--- src/rtl/sseg_mux_driver.sv ---
// Time-multiplexed N-digit seven-segment driver with per-frame snapshot,
// leading-zero blanking, optional hex glyphs and selectable pin polarity.
module sseg_mux_driver #(
  parameter int N_DIGITS    = 4,
  parameter int REFRESH_DIV = 100000,
  parameter int HEX_EN      = 0,
  parameter int ACTIVE_LOW  = 1
) (
  input  logic                  clk,
  input  logic                  reset,
  input  logic                  en,
  input  logic [4*N_DIGITS-1:0] digits,
  input  logic [N_DIGITS-1:0]   dp_in,
  input  logic                  blank_lz,
  output logic [N_DIGITS-1:0]   an,
  output logic [7:0]            sseg,
  output logic                  frame_tick
);

  localparam int CW = $clog2(REFRESH_DIV);
  localparam int IW = (N_DIGITS > 1) ? $clog2(N_DIGITS) : 1;
  localparam logic [CW-1:0] CNT_MAX = CW'(REFRESH_DIV - 1);
  localparam logic [IW-1:0] IDX_MAX = IW'(N_DIGITS - 1);
  localparam logic INV = (ACTIVE_LOW != 0);
  localparam logic [N_DIGITS-1:0] AN_OFF = {N_DIGITS{INV}};
  localparam logic [7:0] SSEG_OFF = {8{INV}};

  logic [CW-1:0]         cnt;
  logic [IW-1:0]         idx;
  logic [4*N_DIGITS-1:0] snap_digits;
  logic [N_DIGITS-1:0]   snap_dp;

  logic [N_DIGITS-1:0] lead_zero;
  logic [3:0]          code;
  logic [7:0]          glyph;
  logic [7:0]          seg_on;
  logic [N_DIGITS-1:0] an_on;
  logic                blank;

  // lead_zero[i] is set when snapshot digits N-1 down to i are all zero
  always_comb begin : lz_scan
    logic zero_run;
    zero_run  = 1'b1;
    lead_zero = '0;
    for (int i = N_DIGITS - 1; i >= 0; i--) begin
      zero_run     = zero_run & (snap_digits[4*i +: 4] == 4'd0);
      lead_zero[i] = zero_run;
    end
  end

  always_comb begin
    code  = snap_digits[{idx, 2'b00} +: 4];
    glyph = 8'h00;
    case (code)
      4'h0: glyph = 8'hFC;
      4'h1: glyph = 8'h60;
      4'h2: glyph = 8'hDA;
      4'h3: glyph = 8'hF2;
      4'h4: glyph = 8'h66;
      4'h5: glyph = 8'hB6;
      4'h6: glyph = 8'hBE;
      4'h7: glyph = 8'hE0;
      4'h8: glyph = 8'hFE;
      4'h9: glyph = 8'hE6;
      4'hA: glyph = (HEX_EN != 0) ? 8'hEE : 8'h00;
      4'hB: glyph = (HEX_EN != 0) ? 8'h3E : 8'h00;
      4'hC: glyph = (HEX_EN != 0) ? 8'h9C : 8'h00;
      4'hD: glyph = (HEX_EN != 0) ? 8'h7A : 8'h00;
      4'hE: glyph = (HEX_EN != 0) ? 8'h9E : 8'h00;
      4'hF: glyph = (HEX_EN != 0) ? 8'h8E : 8'h00;
      default: glyph = 8'h00;
    endcase
    // Digit 0 always shows, and a blanked digit keeps its decimal point
    blank     = blank_lz && (idx != '0) && lead_zero[idx];
    seg_on    = blank ? 8'h00 : glyph;
    seg_on[0] = snap_dp[idx];
    an_on     = N_DIGITS'(1) << idx;
  end

  always_ff @(posedge clk) begin
    if (reset) begin
      cnt         <= '0;
      idx         <= '0;
      snap_digits <= '0;
      snap_dp     <= '0;
      frame_tick  <= 1'b0;
      an          <= AN_OFF;
      sseg        <= SSEG_OFF;
    end else if (en) begin
      frame_tick <= 1'b0;
      if (cnt == CNT_MAX) begin
        cnt <= '0;
        // Snapshot only at the frame wrap so a frame never mixes old and new data
        if (idx == IDX_MAX) begin
          idx         <= '0;
          snap_digits <= digits;
          snap_dp     <= dp_in;
          frame_tick  <= 1'b1;
        end else begin
          idx <= idx + IW'(1);
        end
      end else begin
        cnt <= cnt + CW'(1);
      end
      an   <= an_on ^ AN_OFF;
      sseg <= seg_on ^ SSEG_OFF;
    end else begin
      frame_tick <= 1'b0;
      an         <= AN_OFF;
      sseg       <= SSEG_OFF;
    end
  end

endmodule

--- config.mk ---
export PLATFORM = sky130hd
export DESIGN_NAME = sseg_mux_driver
export DESIGN_NICKNAME = d
export VERILOG_FILES = /design/src/rtl/sseg_mux_driver.sv
export SDC_FILE = /design/constraint.sdc
export NUM_CORES = 1
export LEC_CHECK = 0
export CELL_PAD_IN_SITES_DETAIL_PLACEMENT = 1
export CELL_PAD_IN_SITES_GLOBAL_PLACEMENT = 1
export CORE_MARGIN = 5
export CORE_UTILIZATION = 41
export CTS_CLUSTER_SIZE = 10
export DETAILED_ROUTE_END_ITERATION = 10
export PLACE_DENSITY_LB_ADDON = 0.05
export SKIP_LAST_GASP = 1
export SYNTH_ARGS = -nofsm -noshare
export SYNTH_HDL_FRONTEND = slang
export SYNTH_SLANG_ARGS = --single-unit
--- constraint.sdc ---
create_clock -name clk -period 2.1 [get_ports clk]
set_input_delay 0.525 -clock clk [delete_from_list [all_inputs] [get_ports clk]]
set_output_delay 0.525 -clock clk [all_outputs]
set_load 0.05 [all_outputs]
== Yosys cells after proc, flatten, opt, wreduce, memory -nomap -nowiden ==
Memory sizes are Yosys's and may differ from the RTL's.
Cells that the tools add are included.

* Register bits after elaboration: 52
* Memory bits (read-only): 112
* Input bits: 24
* Output and inout port bits: 13
* Logic and storage cells: 41
* Memories kept: 1

* $add $sub $neg: 2
* Magnitude comparators: 1
* Equal/unequal tests: 2
* Shifts and indexed selects: 2
* Multiplexer cells: 8
* Bitwise gates (word level): 7
* Reduce and logical (&&, ||, !) cells: 11

{| class="wikitable"
|+ Memory list
! memory !! words !! bits a word !! read ports !! clocked after memory_dff !! wr ports !! RTL line !! text
|-
| (no name shown) || 16 || 7 || 1 || 0 || 0 || 54 || <nowiki>case (code)</nowiki>
|}

{| class="wikitable"
|+ Operator list
! operator !! number
|-
| 17-bit by 1-bit adder with 17-bit output, second input constant || 1
|-
| 17-bit == test, second input constant || 1
|-
| 17-bit two-way mux || 1
|-
| 4-bit zero test || 4
|-
| 16-bit by 5-bit indexed part select with 4-bit output || 1
|-
| 8-bit two-way mux || 1
|-
| 8-bit inverter || 1
|-
| 1-bit binary-select mux with 2-bit select || 2
|-
| 4-bit inverter || 1
|-
| 1-bit by 2-bit << shifter with 4-bit output, first input constant || 1
|-
| 1-bit AND || 3
|-
| 2-bit by 3-bit less-than comparator with 1-bit output, second input constant || 1
|-
| 1-bit two-way mux || 3
|-
| 3-bit AND reduction || 1
|-
| 3-bit OR reduction || 1
|-
| 2-bit by 1-bit adder with 2-bit output, second input constant || 1
|-
| 2-bit == test, second input constant || 1
|-
| 1-bit logical AND || 2
|-
| 2-bit two-way mux || 1
|-
| 1-bit inverter || 2
|-
| 2-bit AND reduction || 1
|-
| 2-bit nonzero test || 1
|-
| 2-bit OR reduction || 1
|}

== Depth between registers and ports, before layout ==
Gate-level depths: netlist of the first run.

* Depth in word-level cells: 9
* Depth in mapped cells: 8
* Mapped depth without buffers: 7

== Worst setup path before layout of the first run ==
No wires, ideal clock.

* Path kind: input to register
* From: in en
* To: reg snap_digits[0]
* Setup time: 0.117 ns
* Data arrival time: 1.633 ns
* Required time: 1.983 ns
* Setup slack: 0.350 ns
* Stages: 7
* Path buffers: 3
* Cell sequence: buf_4 > and3_1 > buf_6 > and4_4 > a31oi_4 > buf_2 > a22o_1

* Word-level cells in the longest chain between the ends: 1

{| class="wikitable"
|+ Ends and longest elaborated chain
! element !! RTL line !! text
|-
| start: declaration || 11 || <nowiki>input logic en,</nowiki>
|-
| 3-bit AND reduction (no line) || - ||
|-
| end signal: assignment || 96 || <nowiki>snap_digits <= digits;</nowiki>
|-
| end: declaration || 30 || <nowiki>logic [4*N_DIGITS-1:0] snap_digits;</nowiki>
|}

No other way between the ends.
A chain may end at the register's enable or synchronous reset.

== Worst setup path in the final report of the first run ==
* From: reg sseg[1]
* To: out sseg[1]

{| class="wikitable"
|+ RTL lines
! element !! RTL line !! text
|-
| start: declaration || 16 || <nowiki>output logic [7:0] sseg,</nowiki>
|-
| start signal: assignment || 106 || <nowiki>sseg <= seg_on ^ SSEG_OFF;</nowiki>
|}

No word-level cell between the ends.

==> impl_metrics.yaml, run 1 <==
power_and_ir_drop:
  switching_power_uw: 403
  internal_power_uw: 1420
  clkPwrFrac_pct: 37.7
  p_comb_share_pct: 7.3
  p_seq_share_pct: 55.0
  switching_share_pct: 22.1
  irDropWorstVdd_mv: 0.344
  power.total_uw: 1820
  cellPowerDensity_mw_per_mm2: 614
  p_leak_uw: 0.00109
critical_path:
  path_buf_inv: 1
  slowest_delay_ns: 0.80
  cp_slowest_cell: "clkdlybuf4s50_1"
  cp_max_fo: 1
  cp.arrival_ns: 1.43
  r2r_cells: 6
  r2r-start: "idx[0]"
  r2r_slack_ns: 0.17
  crit_path_end_kind: "output pin"
  cp.required_ns: 1.57
  critical_path_class: "reg2out"
  r2r_end: "sseg[7]"
  startpoint_type: "flip-flop"
  cpLargestDelayFamily: "buffers and inverters"
  cp_num_cells: 1
  path_cells: "clkdlybuf4s50_1"
sta:
  fmax_mhz: 512
  hold_slack_ns: 0.489
  hold_violations: 0
  fin_skew_ns: 0.00945
  relSlewSlack_pct: 57.6
  tightest_slew_ns: 0.636
  finalMaxSlewViolations: 0
  finalCritPeriodShare_pct: 92.9
  setup_violations: 0
  finalWorstSetupSlack_ns: 0.149
  grt_setup_unrepaired: "no"
  fin_crit_ns: 1.95
synthesis:
  ys_seq_area_share_pct: 44.1
  yosysUniqueCellTypes: 44
  ys_ff_latch: 52
  synth.avg_cell_area_um2: 10.4
  synth_nets: 260
  ys.flop_type: "dfxtp_1"
  async_flop_share_pct: 0
  netlist_instances: 226
  synth-edff-count: 0
  synth_area_mm2: 0.00236
  yosys_warnings: 0
run:
  maxCapViolCount: 0
final_layout:
  finalNonFillerCells: 346
  layout.nets: 307
  final_core_util_pct: 53.5
  layout_common_cells: "52 x dfxtp_1, 36 x clkdlybuf4s50_1, 21 x nor2_1, 20 x a22o_1, 13 x buf_4"
  final_common_cell: "dfxtp_1"
  diodes: 0
  syn_to_final_growth_pct: 25.5
  drive_gt1_share_pct: 15.0
die:
  boundaryPins: 37
  dieHeight_um: 85.9
  die-area_mm2: 0.00738
  fp-row-count: 27
  coreArea_mm2: 0.00554
  start_util_pct: 42.6
  dieWidth_um: 85.9
global_routing:
  grt_max_degree: 22
  grt_util_all_layers_pct: 16.4
  antenna_found_initial: 0
  overflow: 0
  grt_pass1_vias: 1921
  grt_pass1_wl_mm: 9.49
cts:
  root_buffer: "clkbuf_8"
  cts.sink_count: 52
  cts.path.max_buffers: 2
  htree_num_levels: 2
  cts_setup_buffers: 0
  cts_tree: "done"
  insertion_delay_ns: 0.31
  ctsResizeCount: 0
  cts_buffers: 5
  hold_buffers: 0
  clkTransAtPathRegs_ns: 0.10
worst_hold_path:
  min_path_type: "reg2reg"
  min_path_cells: 1
  hold_start: "snap_dp[2]"
  hold_end: "snap_dp[2]"
detailed_routing:
  drcViolationCount: 0
  dr.pass1.iters: 4
  avgViaCountPerCell: 5.31
  drt_iter0_markers: 67
  wl_mm: 5.50
  wl_per_cell_um: 15.9
  postRouteAntennaNets: 0
  via_count: 1838
place:
  routabilityCongestion: 0.777
  placed_cells: 338
  post-dp-hpwl_mm: 4.09
  port-buffer-count: 36
  pre_cts_slack_ns: -0.109
outcome:
  status: "finished, final reports clean"
[sequential cells by signal, summed over array words and instances, names as in the netlist]
name,count
cnt,17
sseg,8
frame_tick,1
idx,2
an,4
snap_dp,4
snap_digits,16
[power groups by stage]
stage               logic (uW)  clock network, uW  registers (uW)
floorplan                 34.3                  0            1050
global placement           133                  0            1020
detailed placement         133                  0            1020
CTS                        135                711            1000
global route               142                753            1000
finish                     133                687            1000
[layout make-up]
type | instances | area (um2)
Fill cell | 637 | 2580
Multi-Input combinational cell | 154 | 1190
Sequential cell | 52 | 1040
Timing Repair Buffer | 51 | 498
Tap cell | 72 | 90.1
Clock buffer | 5 | 68.8
Clock inverter | 3 | 42.5
Inverter | 9 | 33.8
[logic make-up after synthesis]
group,count (synthesis),share of synthesized area [%]
AOI/OAI and AO/OA,47,15.3
xor gates and xnor gates,14,5.19
adders and majority gates,10,5.30
buffers and inverters,20,5.51
DFF,52,44.1
muxes,6,5.19
and+or+nand+nor,77,19.4
[synth_stat cells, types with 6 or more instances]
master   number  area (um2)
a21oi_1       6        30.0
inv_1         9        33.8
xnor2_1       7        61.3
dfxtp_1      52        1040
nand2_1      10        37.5
a22o_1       20         175
xor2_1        7        61.3
nor2_1       21        78.8
ha_1         10         125
nand3_1       9        45.0
o21ai_0       7        35.0
[metal layers]
metal	wire length, um	global-route usage (%)	vias up
met5	0	0	-
met4	58	4.03	0
met3	184	4.51	5
met2	2930	30.3	22
met1	2330	18.4	895
li1	-	-	916
[worst max-delay path by stage]
stage / startpoint / endpoint
finish: sseg[1] / sseg[1]
CTS: sseg[1] / sseg[1]
global placement: en / snap_dp[3]
global route: idx[0] / sseg[4]
detailed placement: en / idx[0]
floorplan: en / snap_digits[0]
[per-stage QoR]
step | instance area, um2 | setup TNS, ns
after floorplan | 2360 | 0
after global placement | 2850 | -1.64
after detailed placement | 2850 | -2.08
after CTS | 2960 | 0
after global routing | 2960 | 0
final | 2960 | 0
(Power assumes the default switching activity.)
==> inputs of run 2 (changes only) <==
--- a/config.mk
+++ b/config.mk
@@ -8,5 +8,4 @@
 export CELL_PAD_IN_SITES_DETAIL_PLACEMENT = 1
 export CELL_PAD_IN_SITES_GLOBAL_PLACEMENT = 1
-export CORE_MARGIN = 5
 export CORE_UTILIZATION = 41
 export CTS_CLUSTER_SIZE = 10
==> constraint.sdc (replaced) <==
create_clock -name clk -period 2.1 [get_ports clk]
set_input_delay 0.21 -clock clk [delete_from_list [all_inputs] [get_ports clk]]
set_output_delay 0.21 -clock clk [all_outputs]
set_load 0.05 [all_outputs]
==> run 2 against run 1 <==
Combinational power shrank 8%. Die area down 18%. Sequential share of layout area is 1.2 points higher. Fmax up 1.9%. Clock power fell by 14%. Flip-flop and latch count unchanged. Utilization decreased by 1.7 points. First-iteration DRC count fell by 19%. Power down 5.7%. Clock skew grew 0.0015 ns. Worst setup slack improved by 0.036 ns. Critical path type is now reg2reg. Largest power group unchanged.
==> impl_metrics.yaml, run 2 (synthesis gave the netlist of run 1 again) <==
outcome:
  status: "finished, final reports clean"
cts:
  cts.path.max_buffers: 2
  hold_buffers: 0
  insertion_delay_ns: 0.31
  cts_tree: "done"
  ctsResizeCount: 0
  root_buffer: "clkbuf_8"
  cts_buffers: 5
  clkTransAtPathRegs_ns: 0.10
  cts_setup_buffers: 0
  htree_num_levels: 2
  cts.sink_count: 52
place:
  post-dp-hpwl_mm: 3.91
  routabilityCongestion: 0.813
  placed_cells: 331
  port-buffer-count: 36
sta:
  finalCritPeriodShare_pct: 91.2
  fin_crit_ns: 1.92
  fmax_mhz: 522
  grt_setup_unrepaired: "no"
  setup_violations: 0
  fin_tns_setup_ns: 0
  relSlewSlack_pct: 60.5
  finalMaxSlewViolations: 0
  hold_violations: 0
  tightest_slew_ns: 0.593
  fin_skew_ns: 0.0110
die:
  die-area_mm2: 0.00607
  fp-row-count: 27
  dieHeight_um: 77.9
  boundaryPins: 37
  start_util_pct: 42.6
  dieWidth_um: 77.9
  coreArea_mm2: 0.00554
power_and_ir_drop:
  irDropWorstVdd_mv: 0.377
  p_leak_uw: 0.00104
  cellPowerDensity_mw_per_mm2: 598
detailed_routing:
  drcViolationCount: 0
  wl_per_cell_um: 15.4
  dr.pass1.iters: 4
  postRouteAntennaNets: 0
  via_count: 1802
  drt_iter0_markers: 54
  wl_mm: 5.21
  avgViaCountPerCell: 5.32
run:
  maxCapViolCount: 0
global_routing:
  grt_pass1_wl_mm: 8.91
  grt_util_all_layers_pct: 18.9
  grt_max_degree: 22
  antenna_found_initial: 0
  overflow: 0
  grt_pass1_vias: 1887
final_layout:
  nFillCells: 623
  layout_common_cells: "52 x dfxtp_1, 36 x clkdlybuf4s50_1, 21 x nor2_1, 20 x a22o_1"
  drive_gt1_share_pct: 12.4
  layout.nets: 300
  diodes: 0
  syn_to_final_growth_pct: 21.5
  reg_top3: "cnt: 17 flops, snap_digits: 16 flops, sseg: 8 flops"
  largest_reg_flops: 17
  finalNonFillerCells: 339
  top_register: "cnt"
  final_core_util_pct: 51.8
  final_common_cell: "dfxtp_1"
worst_hold_path:
  min_path_type: "in2reg"
  hold_start: "digits[13]"
critical_path:
  critical_path_class: "reg2reg"
  startpoint_type: "flip-flop"
  cp_max_fo: 6
  r2r-start: "idx[0]"
  crit_path_end_kind: "flip-flop"
  crit_start: "idx[0]"
  cp.arrival_ns: 2.10
  cp.required_ns: 2.28
[run 2: cell types whose count changed in the layout (fill, tap and decap cells not counted), sizes merged]
cell / delta
buf: -7
bufinv: -1
clkbuf: +2
clkinv: -1
[run 2: critical path, cell delays in order, from the launching register on]
cell and delay [ns]:
dfxtp_1 0.51, mux4_2 0.63, inv_1 0.14, ha_1 0.17, inv_1 0.05, nor2_1 0.11, o21a_1 0.13, o21ai_1 0.05
[run 2: per-layer routing]
metal,vias to the layer above,global-route usage [%],part of all wire [%]
li1,899,-,-
met3,12,4.47,3.0
met4,0,8.68,2.6
met1,862,20.7,45
met2,29,34.2,49
met5,-,0,0
[run 2: report_power, final]
part,leakage (uW),total (uW),internal (uW),switching (uW)
combinational,0.000578,123,62.2,60.8
sequential,0.000421,1000,996,5.30
clock,0.0000445,592,268,324
[run 2: cell type report]
class | count | area (um2) | share of cell area, %
Clock inverter | 1 | 7.51 | 0.262
Clock buffer | 7 | 86.3 | 3.01
Tap cell | 72 | 90.1 | 3.14
Timing Repair Buffer | 44 | 420 | 14.7
Multi-Input combinational cell | 154 | 1190 | 41.5
Inverter | 9 | 33.8 | 1.18
Sequential cell | 52 | 1040 | 36.3
[run 2: per-stage QoR]
| step | setup slack [ns] | instance area [um2] | hold slack (ns) | total power, uW |
|---|---|---|---|---|
| floorplan | 0.359 | 2360 | 0.279 | 1080 |
| global placement | 0.181 | 2780 | 0.458 | 1150 |
| detailed placement | 0.164 | 2780 | 0.472 | 1150 |
| CTS | 0.171 | 2870 | 0.486 | 1740 |
| global route | 0.0510 | 2870 | 0.500 | 1790 |
| finish | 0.185 | 2870 | 0.495 | 1720 |
[run 2: final timing paths]
| path | endpoint | slack (ns) | cells past startpoint |
|---|---|---|---|
| setup / recovery | sseg[2] | 0.18 | 7 |
| hold / removal | snap_digits[13] | 0.49 | 2 |
| setup reg to reg | sseg[2] | 0.18 | 7 |
| hold reg to reg | snap_dp[0] | 0.50 | 1 |
